==> config.mk <==
export PLATFORM = sky130hd
export DESIGN_NAME = reg_wb_scheduler
export DESIGN_NICKNAME = d
export VERILOG_FILES = /design/src/rtl/reg_wb_scheduler.sv
export SDC_FILE = /design/constraint.sdc
export NUM_CORES = 1
export LEC_CHECK = 0
export ABC_AREA = 0
export ABC_CLOCK_PERIOD_IN_PS = 6100
export BUFFER_PORTS_ARGS = -buffer_cell sky130_fd_sc_hd__buf_4
export CAP_MARGIN = 5
export CORE_UTILIZATION = 35
export CTS_BUF_LIST = sky130_fd_sc_hd__clkbuf_16
export DETAILED_ROUTE_END_ITERATION = 12
export RECOVER_POWER = 100
export SYNTH_ARGS = -nofsm -noshare
export SYNTH_HDL_FRONTEND = slang
export SYNTH_SLANG_ARGS = --single-unit
==> constraint.sdc <==
create_clock -name clock -period 6.1 [get_ports clock]
set_clock_uncertainty 0.15 [all_clocks]
set_input_delay 0 -clock clock [delete_from_list [all_inputs] [get_ports clock]]
set_output_delay 0 -clock clock [all_outputs]
set_load 0.03 [all_outputs]
==> src/rtl/reg_wb_scheduler.sv <==
// Writeback scheduler: round-robin merge of ALU/LSU results onto one regfile write port, plus a busy
// scoreboard that stalls RAW/WAW issue. Write port is registered (1 edge after grant); losers hold until granted.
module reg_wb_scheduler #(
  parameter int NUM_REGS = 32,
  parameter int ADDR_W   = 5,
  parameter int DATA_W   = 32
) (
  input  logic                clock,
  input  logic                reset,
  input  logic                issue_valid,
  input  logic [ADDR_W-1:0]   issue_rs1,
  input  logic [ADDR_W-1:0]   issue_rs2,
  input  logic                issue_use_rs1,
  input  logic                issue_use_rs2,
  input  logic [ADDR_W-1:0]   issue_rd,
  input  logic                issue_wr_rd,
  output logic                issue_stall,
  input  logic                wb0_valid,
  input  logic [ADDR_W-1:0]   wb0_rd,
  input  logic [DATA_W-1:0]   wb0_data,
  output logic                wb0_ready,
  input  logic                wb1_valid,
  input  logic [ADDR_W-1:0]   wb1_rd,
  input  logic [DATA_W-1:0]   wb1_data,
  output logic                wb1_ready,
  output logic                regwrite,
  output logic [ADDR_W-1:0]   write_reg,
  output logic [DATA_W-1:0]   write_data,
  output logic [NUM_REGS-1:0] busy_mask,
  output logic                sb_err
);

  logic [NUM_REGS-1:0] busy;
  logic [NUM_REGS-1:0] busy_nxt;
  logic                rr_ptr;
  logic                raw1, raw2, waw;
  logic                issue_fire;
  logic                xfer;
  logic [ADDR_W-1:0]   sel_rd;
  logic [DATA_W-1:0]   sel_data;

  assign busy_mask = busy;

  always_comb begin
    raw1        = issue_use_rs1 & busy[issue_rs1];
    raw2        = issue_use_rs2 & busy[issue_rs2];
    waw         = issue_wr_rd & busy[issue_rd];
    issue_stall = issue_valid & (raw1 | raw2 | waw);
    issue_fire  = issue_valid & ~issue_stall & ~reset;
  end

  // Pointer only matters under contention; a lone valid source always wins.
  always_comb begin
    wb0_ready = wb0_valid & (~wb1_valid | ~rr_ptr);
    wb1_ready = wb1_valid & (~wb0_valid | rr_ptr);
    xfer      = wb0_ready | wb1_ready;
    sel_rd    = wb1_ready ? wb1_rd   : wb0_rd;
    sel_data  = wb1_ready ? wb1_data : wb0_data;
  end

  // The clear lands on the same edge the regfile stores the value, so no bypass is ever needed.
  always_comb begin
    busy_nxt = busy;
    if (regwrite)
      busy_nxt[write_reg] = 1'b0;
    if (issue_fire && issue_wr_rd && (issue_rd != '0))
      busy_nxt[issue_rd] = 1'b1;
    busy_nxt[0] = 1'b0;
  end

  always_ff @(posedge clock) begin
    if (reset) begin
      busy       <= '0;
      rr_ptr     <= 1'b0;
      regwrite   <= 1'b0;
      write_reg  <= '0;
      write_data <= '0;
      sb_err     <= 1'b0;
    end else begin
      busy     <= busy_nxt;
      regwrite <= xfer && (sel_rd != '0);
      if (xfer) begin
        write_reg  <= sel_rd;
        write_data <= sel_data;
      end
      if (xfer && (sel_rd != '0) && !busy[sel_rd])
        sb_err <= 1'b1;
      if (wb0_valid && wb1_valid)
        rr_ptr <= ~rr_ptr;
    end
  end

endmodule

==> results of run 1 <==
## final timing paths
path	startpoint	end	slack (ns)
worst min register to register	rr_ptr	rr_ptr	0.42
worst max register to register	busy_mask[11]	busy_mask[16]	2.48
worst min-delay path	wb0_rd[4]	write_reg[4]	0.07
worst max-delay path	wb0_valid	write_data[22]	1.90
## layout make-up
type	instances	share of cell area, %
Multi-Input combinational cell	402	42.6
Sequential cell	71	22.0
Clock buffer	9	3.49
Tap cell	168	3.25
Clock inverter	7	1.14
Inverter	4	0.232
Timing Repair Buffer	247	27.3
## power breakdown
part | internal, mW | switching [mW]
clock | 0.316 | 0.213
combinational | 0.137 | 0.178
sequential | 0.488 | 0.0228
## routing by layer
layer,routed length (um),global-route usage (%)
met1,7190,33.3
met2,8000,41.8
met3,1350,5.56
met4,501,11.3
met5,0,0
## critical path, cell delays in order
cell and delay (ns):
dlygate4sd3_1 0.54, clkbuf_1 0.18, or2_0 1.31, clkbuf_1 1.28, nor2_1 0.11, a311oi_1 0.31
dlygate4sd3_1 0.58
## cell families after synthesis
logic type                after synthesis
muxes                                  38
buffers and inverters                  48
xor gates and xnor gates                1
and+or+nand+nor                       235
DFF                                    71
other                                   1
AOI/OAI and AO/OA                     127
## placed cells by master (no fill, tap or decap), types with 2 or more instances in the layout
cell type	instances
a2111oi_0	3
a211o_1	2
a211oi_1	10
a21boi_0	6
a21oi_1	5
a311o_1	3
a311oi_1	34
and3_1	10
buf_4	96
clkbuf_1	75
clkbuf_16	9
clkinv_1	2
clkinv_4	2
clkinvlp_4	3
dfxtp_1	71
dlygate4sd3_1	76
inv_1	3
mux2_2	3
mux2i_1	14
mux4_2	21
nand2_1	104
nand2b_1	3
nand3_1	11
nand3b_1	16
nor2_1	47
nor2b_1	21
nor3_1	2
nor3b_1	4
o21ai_0	18
o22ai_1	2
o31ai_1	30
o32ai_1	4
or2_2	4
==> qor.csv, run 1 <==
metric;value;unit
leakagePower;2.57;nW
std_cell_rows;40;
diodes;0;
cp-end-kind;flip-flop;
synth_top_family_by_area;simple AND/OR/NAND/NOR gates;
pre_cts_ws;3.18;ns
cp.arrival;4.33;ns
grt_max_degree;74;
clk_latency;0.34;ns
die_area;0.0131;sq mm
dpl_cell_area;0.00570;sq mm
syn2layout_area_growth;46.4;%
startpoint_type;input port;
synth-compound-area-share;22.3;%
synth.area.top_cells;dfxtp_1 (32%), mux4_2 (11%), nand2_1 (8.8%);
peakVddDrop;184;uV
synth-seq-cells;71;
port_buffers;169;
ctsRootBufferMaster;clkbuf_16;
hold_ws;0.0704;ns
cap_violations;2;
cp_max_fo;42;
synth_area_per_cell;8.47;sq um
rsz0062_at_grt;false;
postCtsSetupRepairBufs;0;
power_density;210;mW/mm^2
synthCells;521;
violations;capacitance limit, slew limit;
track_usage;25.9;%
cts_made_buffers;9;
drtPass1Iterations;7;
clockBufferDepth;2;
synthMuxAreaShare;14.7;%
cts_tree;built;
multiInputGateArea;0.00275;sq mm
avgViaCountPerCell;5.68;
path_class;input port to flip-flop;
yosysWarnings;0;
totalWireLength;17000;um
wl_per_cell;18.8;um
routabilityCongestion;0.909;
die_w;114;um
largest_reg_flops;32;
status;complete, but fails checks;
overflow;0;
synth_ff_type;dfxtp_1;
cts_resized;0;
drive_gt1_share;19.6;%
vias;5154;
syn_nets;618;
antenna_left;0;
synth-xor-area-share;0.198;%
yosysTopAreaCellShare;32.2;%
post-route-period-util;68.9;%
drc;0;
post-route-util;53.1;%
final_area;0.00646;sq mm
final.setup.tns;0;ns
yosysMostFrequentCell;nand2_1;
fmax;0.238;GHz
place_inst;816;
setup_viol;0;
cts_hold_buf;76;
slew_headroom;-16.6;%
hold_viol;0;
nNetsFinal;832;
cts_num_sinks;71;
synthDistinctLibCells;57;
yosys.area.top_type;dfxtp_1;
final.min_clock_period;4.20;ns
slew_violations;79;
grt_pass1_wl;26100;um
initial_core_util;36.3;%
core_area;0.0122;sq mm
num_io_pins;171;
die_height;114;um
grt_antenna_before_repair;0;
ys_seq_area_share;32.2;%
stdcell_count;908;
critPathRequiredTime;6.23;ns
setup_ws;1.90;ns
yosys.area_share.simple;25.5;%
synth_area;0.00441;sq mm
drt-initial-drc-count;416;
dpl.hpwl;11400;um
grt_pass1_vias;4899;
htreeDepth;3;
fin_total_pwr;1.36;mW
clk_pin_slew;0.06;ns
fillers;1175;
synth_edf_count;0;
async_flop_share;0;%
worst_pin_slew;1.75;ns
reg2reg_depth;7;
synth_commonest_cells;nand2_1 (104), dfxtp_1 (71), nor2_1 (47), a311oi_1 (34), o31ai_1 (30);
layout.area.seq;0.00142;sq mm
worstHoldPathCells;3;
hp-class;input port to flip-flop;
synthAdderAreaFrac;0;%
Note: power is estimated with default switching activity, not from simulation.
==> run 2: changes to the inputs <==
ABC_AREA = 1   (was 0)
ABC_CLOCK_PERIOD_IN_PS = 4200   (was 6100)
clock period = 4.2 ns   (was 6.1 ns; I/O delays follow)
==> run 2 against run 1 <==
Net effect:
- the flow finishes with violations (hold timing, capacitance limit, slew limit)
- area after synthesis grew 16%
- flip-flop and latch count is the same
- worst hold slack lost 0.093 ns
- utilization shrank 3.7 points
- critical endpoint is now write_data[27]
==> qor.csv, run 2 <==
metric;value;unit
die_height;123;um
cap_violations;2;
worst_pin_slew;1.83;ns
grt_pass1_wl;29500;um
die_w;123;um
r2r_end;busy_mask[22];
syn_nets;911;
crit_end;write_data[27];
diodes;0;
num_io_pins;171;
htreeDepth;3;
cts_made_buffers;9;
post-route-period-util;76.4;%
hold_ws;-0.0229;ns
synth_commonest_cells;nand2_1 (233), nand3_1 (126), inv_1 (106), dfxtp_1 (71), nor2_1 (45);
cts_resized;0;
yosys.area.top_type;dfxtp_1;
track_usage;25.8;%
synth.area.top_cells;dfxtp_1 (28%), nand2_1 (17%), nand3_1 (12%);
synthDistinctLibCells;29;
synthCells;814;
drt-initial-drc-count;525;
async_flop_share;0;%
clk_pin_slew;0.06;ns
synth-seq-cells;71;
port_buffers;169;
dpl.hpwl;13300;um
vias;6151;
rsz0062_at_grt;false;
hp-class;input port to flip-flop;
yosysTopAreaCellShare;27.7;%
fmax;0.312;GHz
reg2reg_depth;11;
slew_headroom;-22.3;%
totalWireLength;19600;um
synth_area_per_cell;6.30;sq um
synth_ff_type;dfxtp_1;
largest_reg_flops;32;
final.setup.tns;0;ns
final.min_clock_period;3.21;ns
setup_viol;0;
status;complete, but fails checks;
overflow;0;
cts_tree;built;
cts_num_sinks;71;
path_class;input port to flip-flop;
antenna_left;0;
grt_max_degree;65;
initial_core_util;36.4;%
wl_per_cell;16.2;um
routabilityCongestion;0.888;
mostFrequentLayoutCells;nand2_1 (236), nand3_1 (139), inv_1 (107);
nNetsFinal;1121;
cts_hold_buf;69;
avgViaCountPerCell;5.09;
die_area;0.0151;sq mm
startpoint_type;input port;
yosysMostFrequentCell;nand2_1;
crit_path_cell_trace;dlygate4sd3_1, clkbuf_1, nor2_1, inv_1, nand3_1, dlygate4sd3_1, o211ai_1, inv_1;
cpPeakStageDelay;1.34;ns
drc;0;
clockBufferDepth;2;
violations;hold timing, capacitance limit, slew limit;
slew_violations;97;
hold_viol;18;
syn2layout_area_growth;36.0;%
ys_seq_area_share;27.7;%
drtPass1Iterations;5;
leakagePower;3.11;nW
power_density;311;mW/mm^2
grt_antenna_before_repair;0;
critPathRequiredTime;4.27;ns
reg2reg_slack;1.00;ns
worstSetupStartpoint;wb0_valid;
std_cell_rows;43;
ctsRootBufferMaster;clkbuf_16;
cp_max_fo;64;
critical_path.slowest_cell;inv_1;
grt_pass1_vias;5645;
setup_ws;0.991;ns
clk_latency;0.34;ns
postCtsSetupRepairBufs;0;
final_common_cell;nand2_1;
synth_edf_count;0;
cp-end-kind;flip-flop;
peakVddDrop;179;uV
drive_gt1_share;15.7;%
yosysWarnings;0;
synth_area;0.00512;sq mm
core_area;0.0141;sq mm
reg2reg_from;busy_mask[2];
pre_cts_ws;1.76;ns
cp.arrival;3.28;ns
[run 2: cell count changes in the layout (fill, tap and decap cells not counted), sizes merged, moves of 10 or more]
cell | previous run | this run
o31ai | 30 | 0
a311oi | 34 | 0
inv | 3 | 112
a211oi | 10 | 0
nand3 | 11 | 156
a21oi | 5 | 45
mux4 | 21 | 0
nand3b | 16 | 0
and3 | 10 | 0
mux2i | 14 | 0
nand2 | 104 | 240
nor2b | 21 | 0
o211ai | 0 | 32
o21ai | 20 | 56
[run 2: cells by family (layout without fill, tap and decap cells)]
group           after synthesis  after routing  synth area share (%)
buf+inv                     154            369                  14.0
simple gates                453            453                  40.9
compound gates              135            135                  17.3
flops                        71             71                  27.7
other cells                   1              1                0.0732
[run 2: worst min path at each step]
| stage | from | endpoint | depth (start not counted) |
|---|---|---|---|
| after CTS | wb0_rd[3] | write_reg[3] | 5 |
| after detailed placement | wb0_valid | rr_ptr | 3 |
| after global placement | wb0_valid | rr_ptr | 3 |
| after global routing | reset | busy_mask[25] | 2 |
| after floorplan | wb0_valid | rr_ptr | 2 |
| final | reset | busy_mask[18] | 2 |
[run 2: worst max-delay path, delay by kind of cell]
family | cells | cell delay (ns)
buf+inv | 5 | 2.75
simple gates | 2 | 0.39
compound gates | 1 | 0.08
[run 2: layer usage]
metal	vias to the layer above	share of wire (%)	global-route usage (%)	wire length (um)
met3	47	7.8	6.55	1530
met4	0	3.3	10.5	650
li1	3064	-	-	-
met5	-	0	0	0
met2	246	45	39.9	8910
met1	2794	43	34.2	8530
[run 2: area by class of cell]
class                      instances  area (sq um)
clock buffer                       9           225
clock inverter                     7           120
fill                            1538          7130
inverter                         112           425
multi-input combinational        589          2840
sequential                        71          1420
tap                              180           225
timing repair buffer             241          1710
[run 2: per-stage QoR]
stage	area, sq um	util (%)	instances	total power [mW]
2_1_floorplan	5120	-	814	1.08
3_3_place_gp	6350	45.0	1124	1.25
3_5_place_dp	6350	45.0	1124	1.25
4_1_cts	7380	52.4	1209	2.21
5_1_grt	6970	49.4	1209	2.26
6_report	6970	49.4	1209	2.16
[run 2: where the power goes]
group	total, mW	switching [mW]	leakage [nW]	internal, mW
sequential	0.733	0.0246	0.583	0.708
clock	0.892	0.310	0.166	0.582
combinational	0.539	0.328	2.36	0.212
total	2.16	0.663	3.11	1.50
==> run 3: changes to the inputs <==
ABC_CLOCK_PERIOD_IN_PS = 2900   (was 4200)
clock period = 2.9 ns   (was 4.2 ns; I/O delays follow)
==> run 3 against run 2 <==
Net effect:
- the run now ends clean
- combinational power is 47% higher
- count of clock-buffer cells in the layout stayed put
- worst hold slack better by 0.029 ns
- sequential power is 45% higher
- largest cell class unchanged
==> qor.csv, run 3 (synthesis gave the netlist of run 2 again) <==
metric;value;unit
sw_frac_of_total;33.3;%
die_height;123;um
fillers;1569;
path_class;input port to flip-flop;
clockBufferDepth;2;
slew_violations;0;
largest_reg_flops;32;
hold_viol;0;
final.setup.tns;0;ns
status;finished, final reports clean;
cts_tree;built;
hold_ws;0.00618;ns
dpl_cell_area;0.00639;sq mm
clkPwrFrac;34.9;%
overflow;0;
hp-class;input port to flip-flop;
grt_pass1_vias;5708;
num_io_pins;171;
cp_max_fo;22;
p_switching;0.946;mW
leakagePower;3.11;nW
startpoint_type;input port;
power_frac_seq;37.3;%
postCtsSetupRepairBufs;0;
cp.arrival;2.51;ns
final_area;0.00690;sq mm
wl_per_cell;16.3;um
cts_hold_buf;68;
grt_busiest_layer;met2;
grt_max_degree;65;
grt_antenna_before_repair;0;
drtPass1Iterations;7;
htreeDepth;3;
die_w;123;um
cts_num_sinks;71;
routabilityCongestion;0.943;
clk_pin_slew;0.06;ns
internal_power;1.90;mW
hold_path.startpoint;wb1_rd[4];
peakVddDrop;230;uV
critPathRequiredTime;2.98;ns
setup_ws;0.469;ns
worst_pin_slew;0.670;ns
pre_cts_ws;0.608;ns
vias;6207;
track_usage;26.0;%
nNetsFinal;1125;
port_buffers;169;
mostFrequentLayoutCells;nand2_1 (235), nand3_1 (154), inv_1 (110);
cp-end-kind;flip-flop;
diodes;0;
crit_path_cell_trace;dlygate4sd3_1, clkbuf_1, inv_1, nand2_1, nand2_2, clkbuf_2, nand2_1, nand3_1, dlygate4sd3_1, o211ai_1, inv_1;
syn2layout_area_growth;34.6;%
worstSetupStartpoint;wb0_valid;
fmax;0.411;GHz
avgViaCountPerCell;5.12;
clk_latency;0.34;ns
antenna_left;0;
slew_headroom;55.3;%
cap_violations;0;
rsz0062_at_grt;false;
die_area;0.0151;sq mm
dpl.hpwl;13800;um
grt_use_met3;4.11;%
ctsRootBufferMaster;clkbuf_16;
initial_core_util;36.4;%
drt-initial-drc-count;407;
critical_path.slowest_cell;dlygate4sd3_1;
post-route-util;49.0;%
met2_usage;43.4;%
core_area;0.0141;sq mm
drive_gt1_share;15.9;%
std_cell_rows;43;
grt_pass1_wl;30000;um
combPwrFrac;27.8;%
cts_resized;0;
setup_viol;0;
totalWireLength;19800;um
drc;0;
final_common_cell;nand2_1;
gr-usage-met1;33.0;%
post-route-period-util;83.8;%
cpPeakStageDelay;0.59;ns
cts_made_buffers;9;
final.min_clock_period;2.43;ns
reg2reg_from;rr_ptr;
power_density;412;mW/mm^2
run 3: changes by cell type in the layout (fill, tap and decap cells not counted), sizes merged:
cell,change
buf,+3
bufinv,-3
clkbuf,+2
clkinv,+1
dlygate4sd3,-1
inv,+2
run 3: path summary, 6_finish.rpt:
kind,to,slack [ns],depth (start not counted)
setup / recovery,write_data[2],0.47,11
hold / removal,write_reg[4],0.006,5
setup reg to reg,write_data[2],0.52,8
hold reg to reg,sb_err,0.33,2
run 3: layer usage:
metal / vias to the layer above / share of wire, %
met2: 261 / 48
met5: - / 0
met3: 43 / 6.7
met4: 0 / 3.0
li1: 3077 / -
met1: 2826 / 43
run 3: worst max-delay path, delay by kind of cell:
family | cells | cell delay (ns)
buffers and inverters | 6 | 1.84
and+or+nand+nor | 4 | 0.59
AOI/OAI and AO/OA | 1 | 0.08
run 3: stage by stage:
stage | cells | total power [mW]
2_1_floorplan | 814 | 1.56
3_5_place_dp | 1129 | 1.82
5_1_grt | 1213 | 2.98
3_3_place_gp | 1129 | 1.82
6_report | 1213 | 2.85
4_1_cts | 1213 | 2.91
run 3: power groups by stage:
| stage | Combinational [mW] | Sequential (mW) | Clock, mW |
|---|---|---|---|
| floorplan | 0.388 | 1.17 | 0 |
| global placement | 0.738 | 1.08 | 0 |
| detailed placement | 0.734 | 1.08 | 0 |
| CTS | 0.837 | 1.06 | 1.01 |
| global route | 0.858 | 1.07 | 1.05 |
| finish | 0.790 | 1.06 | 0.994 |
run 3: final cells by class:
type,instances,area (sq um),area share [%]
inverters,112,425,6.17
clock buffers,9,225,3.26
flip-flops and latches,71,1420,20.6
repair buffers,245,1730,25.1
multi-input cells,589,2840,41.1
clock inverters,7,33.8,0.490
well taps,180,225,3.26
